## config.mk

```make
export PLATFORM = sky130hd
export DESIGN_NAME = pc_unit
export DESIGN_NICKNAME = d
export VERILOG_FILES = /design/src/rtl/pc_unit.sv
export SDC_FILE = /design/constraint.sdc
export NUM_CORES = 1
export LEC_CHECK = 0
export BUFFER_PORTS_ARGS = -buffer_cell sky130_fd_sc_hd__buf_2
export CAP_MARGIN = 20
export CORE_MARGIN = 3
export CORE_UTILIZATION = 23
export CTS_BUF_LIST = sky130_fd_sc_hd__clkbuf_4
export CTS_CLUSTER_SIZE = 40
export DETAILED_ROUTE_END_ITERATION = 7
export SYNTH_ARGS = -nofsm -noshare
export SYNTH_HDL_FRONTEND = slang
export SYNTH_SLANG_ARGS = --single-unit
```

## constraint.sdc

```tcl
create_clock -name clk -period 2.6 [get_ports clk]
set_input_delay 0 -clock clk [delete_from_list [all_inputs] [get_ports clk]]
set_output_delay 0 -clock clk [all_outputs]
set_load 0.01 [all_outputs]
```

## src/rtl/pc_unit.sv

```systemverilog
// Fetch-stage program counter with stall, redirect, trap/mret, halt/resume,
// a saved exception PC and misaligned-redirect detection.
module pc_unit #(
    parameter int                XLEN         = 32,
    parameter logic [XLEN-1:0]   RESET_VECTOR = 32'h0000_0000,
    parameter logic [XLEN-1:0]   TRAP_VECTOR  = 32'h0000_0100,
    parameter int                IALIGN       = 4
) (
    input  logic            clk,
    input  logic            rst,
    input  logic            stall,
    input  logic            redirect_en,
    input  logic [XLEN-1:0] redirect_target,
    input  logic            trap_en,
    input  logic            mret_en,
    input  logic            halt_req,
    input  logic            resume,
    output logic [XLEN-1:0] pc_out,
    output logic [XLEN-1:0] pc_step,
    output logic            pc_valid,
    output logic [XLEN-1:0] epc_out,
    output logic            misalign_err,
    output logic            halted
);

    typedef enum logic [1:0] {
        ST_BOOT = 2'b00,
        ST_RUN  = 2'b01,
        ST_HALT = 2'b10
    } state_t;

    localparam logic [XLEN-1:0] STEP_C       = XLEN'(IALIGN);
    localparam logic [XLEN-1:0] ALIGN_MASK_C = XLEN'(IALIGN - 1);

    // IALIGN is a power of two, so the low bits alone decide alignment
    function automatic logic is_misaligned(input logic [XLEN-1:0] addr);
        return (addr & ALIGN_MASK_C) != {XLEN{1'b0}};
    endfunction

    state_t          state_r, state_nxt_s;
    logic [XLEN-1:0] pc_r, pc_nxt_s;
    logic [XLEN-1:0] epc_r, epc_nxt_s;
    logic            mis_r, mis_nxt_s;
    logic            valid_r, halted_r;

    assign pc_step      = pc_r + STEP_C;
    assign pc_out       = pc_r;
    assign epc_out      = epc_r;
    assign misalign_err = mis_r;
    assign pc_valid     = valid_r;
    assign halted       = halted_r;

    // Next-state, next-pc and exception bookkeeping
    always_comb begin
        state_nxt_s = state_r;
        pc_nxt_s    = pc_r;
        epc_nxt_s   = epc_r;
        mis_nxt_s   = 1'b0;
        case (state_r)
            ST_BOOT: begin
                state_nxt_s = ST_RUN;
            end
            ST_RUN: begin
                if (trap_en) begin
                    epc_nxt_s = pc_r;
                    pc_nxt_s  = TRAP_VECTOR;
                end else if (mret_en) begin
                    pc_nxt_s = epc_r;
                end else if (redirect_en && !stall) begin
                    if (is_misaligned(redirect_target)) begin
                        epc_nxt_s = pc_r;
                        pc_nxt_s  = TRAP_VECTOR;
                        mis_nxt_s = 1'b1;
                    end else begin
                        pc_nxt_s = redirect_target;
                    end
                end else if (stall) begin
                    pc_nxt_s = pc_r;
                end else begin
                    pc_nxt_s = pc_step;
                end
                // halt lands after this edge's pc update
                if (halt_req) begin
                    state_nxt_s = ST_HALT;
                end else begin
                    state_nxt_s = ST_RUN;
                end
            end
            ST_HALT: begin
                if (resume) begin
                    state_nxt_s = ST_RUN;
                end else begin
                    state_nxt_s = ST_HALT;
                end
            end
            default: begin
                state_nxt_s = ST_BOOT;
            end
        endcase
    end

    // State and output registers with synchronous active-low reset
    always_ff @(posedge clk) begin
        if (!rst) begin
            state_r  <= ST_BOOT;
            pc_r     <= RESET_VECTOR;
            epc_r    <= {XLEN{1'b0}};
            mis_r    <= 1'b0;
            valid_r  <= 1'b0;
            halted_r <= 1'b0;
        end else begin
            state_r  <= state_nxt_s;
            pc_r     <= pc_nxt_s;
            epc_r    <= epc_nxt_s;
            mis_r    <= mis_nxt_s;
            valid_r  <= (state_nxt_s == ST_RUN);
            halted_r <= (state_nxt_s == ST_HALT);
        end
    end

endmodule

```

==> results.cfg <==
[timing]
slew_viol_final = 0
fin_ws_ps = 171.5
hold_violations = 0
max-slew-margin-rel_pct = 26.32
fin_tns_setup_ps = 0
fmax_ghz = 0.4118
tightest_slew_ps = 1105
fin_crit_ps = 2429
fin_crit_sh_pct = 93.41
fin_skew_ps = 17.92
whs_ps = 25.76
setup_viol = 0

[grt]
antenna_found_initial = 0
grt_overflow = 0
grt_pass1_wl_um = 23690
grt_usage_pct = 16.28
grt_max_degree = 28
grt_pass1_vias = 4113

[clock_network]
cts_max_path_buffers = 2
cts_setup_buffers = 0
htree_levels = 3
cts_buffers = 9
tritoncts = built
clk_pin_slew_ps = 130
clk_latency_ps = 460
cts_sinks = 69
root_buffer = clkbuf_4

[place]
dp_hpwl_um = 11340
dp_cells = 836
dp_slack_ps = 441.6
place.port_buffers = 138
place_area_mm2 = 0.004875
place.gp.congestion = 0.8673

[worst_hold_path]
hold_path_depth = 4
holdPathEnd = misalign_err
min_from = redirect_target[1]
hp-class = in2reg

[floorplanning]
initial_core_util_pct = 23.76
die_y_um = 137.6
core_mm2 = 0.01676
die_w_um = 137.6
ioPinCount = 139
dieArea_mm2 = 0.01893
placementRows = 47

[critical_path]
worst_path_largest_cell_delay_ps = 530
critPathMaxFanout = 7
criticalPathCategory = reg2out
cp.arrival_ps = 2430
cp.depth = 5
reg2reg_setup_slack_ps = 450
critPathSlowestCell = dfxtp_1
path_buf_inv = 1
rr_endpoint = state_r[1]
cp_top_family = simple AND/OR/NAND/NOR gates
reg2reg_from = state_r[0]
path_cells = and4_1, nand4_1, nor4_2, xor2_1, buf_2
r2r_cells = 6
endpoint_kind = primary output
cp-start-kind = flip-flop
required_ps = 2600

[yosys]
ys_seq_elements = 69
synth-edff-count = 0
synth_cell_type_count = 63
synthesis.area_mm2 = 0.003983
yosysWarningCount = 0
syn-num-nets = 543
synth.area.top_cells = dfxtp_1, nand2_1, a21boi_0, xnor2_1, a22oi_1
yosys.area.top_type = dfxtp_1
synth_top_area_share_pct = 34.68
synth_ff_type = dfxtp_1
ys_seq_area_share_pct = 34.68
syn_avg_cell_area_um2 = 7.933
netlist_instances = 502
synthArstFlopShare_pct = 0

[finish]
regArea_mm2 = 0.001385
design_area_mm2 = 0.005431
num-nets-final = 704
drive_gt1_share_pct = 28.89
n_fill_cell = 1812
instances_no_fill = 888
multi_input_area_mm2 = 0.002362
area_growth_pct = 36.38
finish.utilization_pct = 32.41
antenna_cells = 0

[drt]
vias_per_cell = 4.929
wl_um = 15420
drtIter0Drc = 297
ant_nets = 0
via_count = 4377
post_drt_wl_per_cell_um = 17.36
dr.pass1.iters = 5
route.detailed.drc = 0

[pwr]
p_leak_nw = 2.285
totalPowerFinal_mw = 2.313
pwr_density_cell_mw_per_mm2 = 425.8
peakVddDrop_mv = 0.2212

[outcome]
status = complete, no violations

[flow_run]
maxCapViolCount = 0
[cells by family (layout without fill, tap and decap cells)]
family / Yosys count / after routing / share of synthesized area, %
muxes: 2 / 2 / 0.5027
buffers and inverters: 52 / 218 / 6.597
and+or+nand+nor: 219 / 219 / 27.77
adders and majority gates: 1 / 1 / 0.3141
AOI/OAI and AO/OA: 131 / 131 / 23.97
xor gates and xnor gates: 28 / 28 / 6.158
DFF: 69 / 69 / 34.68
[area by class of cell]
cell class	count	share of cell area, %
clock buffers	9	1.244
clock inverters	7	2.096
inverters	9	0.6220
multi-input cells	381	43.49
flip-flops and latches	69	25.50
well taps	220	5.068
repair buffers	193	21.98
[cell usage after synthesis (all sizes together), types with 8 or more instances]
cell type	count
a21oi	11
xnor2	23
nor2	26
inv	8
o21a	11
nand4	16
nand2	104
dfxtp	69
nand2b	11
a21boi	29
buf	13
o21ai	20
a22oi	16
clkbuf	29
a221o	12
nand3	21
[timing repair]
| action | in CTS | in global routing |
|---|---|---|
| hold endpoints to repair | 51 | 0 |
| setup endpoints to repair | 1 | 4 |
| resized for setup | 1 | 5 |
| hold buffers | 36 | 0 |
[cell usage in the layout, fill, tap and decap left out, drive strengths merged, types with 3 or more instances in the layout]
cell | netlist | routed
a31oi | 6 | 6
xnor2 | 23 | 23
bufinv | 0 | 3
nor3 | 5 | 5
and3 | 5 | 5
o21a | 11 | 11
clkbuf | 29 | 9
a221o | 12 | 12
o21ai | 20 | 20
xor2 | 5 | 5
buf | 13 | 157
nand2b | 11 | 11
a21oi | 11 | 11
nor2b | 6 | 6
nand4 | 16 | 16
a211oi | 3 | 3
a211o | 4 | 4
or4 | 4 | 4
a22oi | 16 | 16
inv | 8 | 8
a21boi | 29 | 29
nand3 | 21 | 21
nor4 | 5 | 5
nand2 | 104 | 104
clkinv | 1 | 4
nor2 | 26 | 26
dfxtp | 69 | 69
and2 | 5 | 5
dlygate4sd3 | 0 | 36
a221oi | 4 | 4
and4 | 3 | 3
[worst max-delay path by stage]
stage | from | endpoint | slack [ps]
floorplan | pc_out[2] | pc_out[18] | 580
global placement | pc_out[3] | pc_out[16] | 510
detailed placement | pc_out[5] | pc_out[22] | 440
CTS | pc_out[3] | pc_step[26] | 120
global route | pc_out[2] | pc_step[26] | -6
finish | pc_out[6] | pc_step[22] | 170
[routing by layer]
metal | GRT usage, % | share of wire [%] | vias up | routed length [um]
met5 | 0 | 0 | - | 0
li1 | - | - | 2114 | -
met4 | 4.213 | 1.3 | 0 | 193
met1 | 21.88 | 46 | 2100 | 7092
met2 | 25.73 | 46 | 145 | 7083
met3 | 4.456 | 6.8 | 18 | 1050
[state kept, by name, indices dropped and copies added, names as in the netlist]
name,count
halted,1
pc_valid,1
state_r,2
pc_out,32
misalign_err,1
epc_out,32
[where the power goes]
group          total [mW]  leakage (nW)  internal [mW]  switching [mW]
logic               0.302          1.64          0.127           0.175
registers            1.09         0.559           1.07          0.0183
clock network       0.923        0.0912          0.481           0.442
total                2.31          2.29           1.68           0.635
[worst reg2reg max path: stages (launching register included)]
cell	delay, ps
dfxtp_1	360
nor2b_1	140
buf_4	170
a22oi_1	190
dlygate4sd3_1	600
nor2b_1	50
dlygate4sd3_1	540
Power figures use the tool's default switching activity.
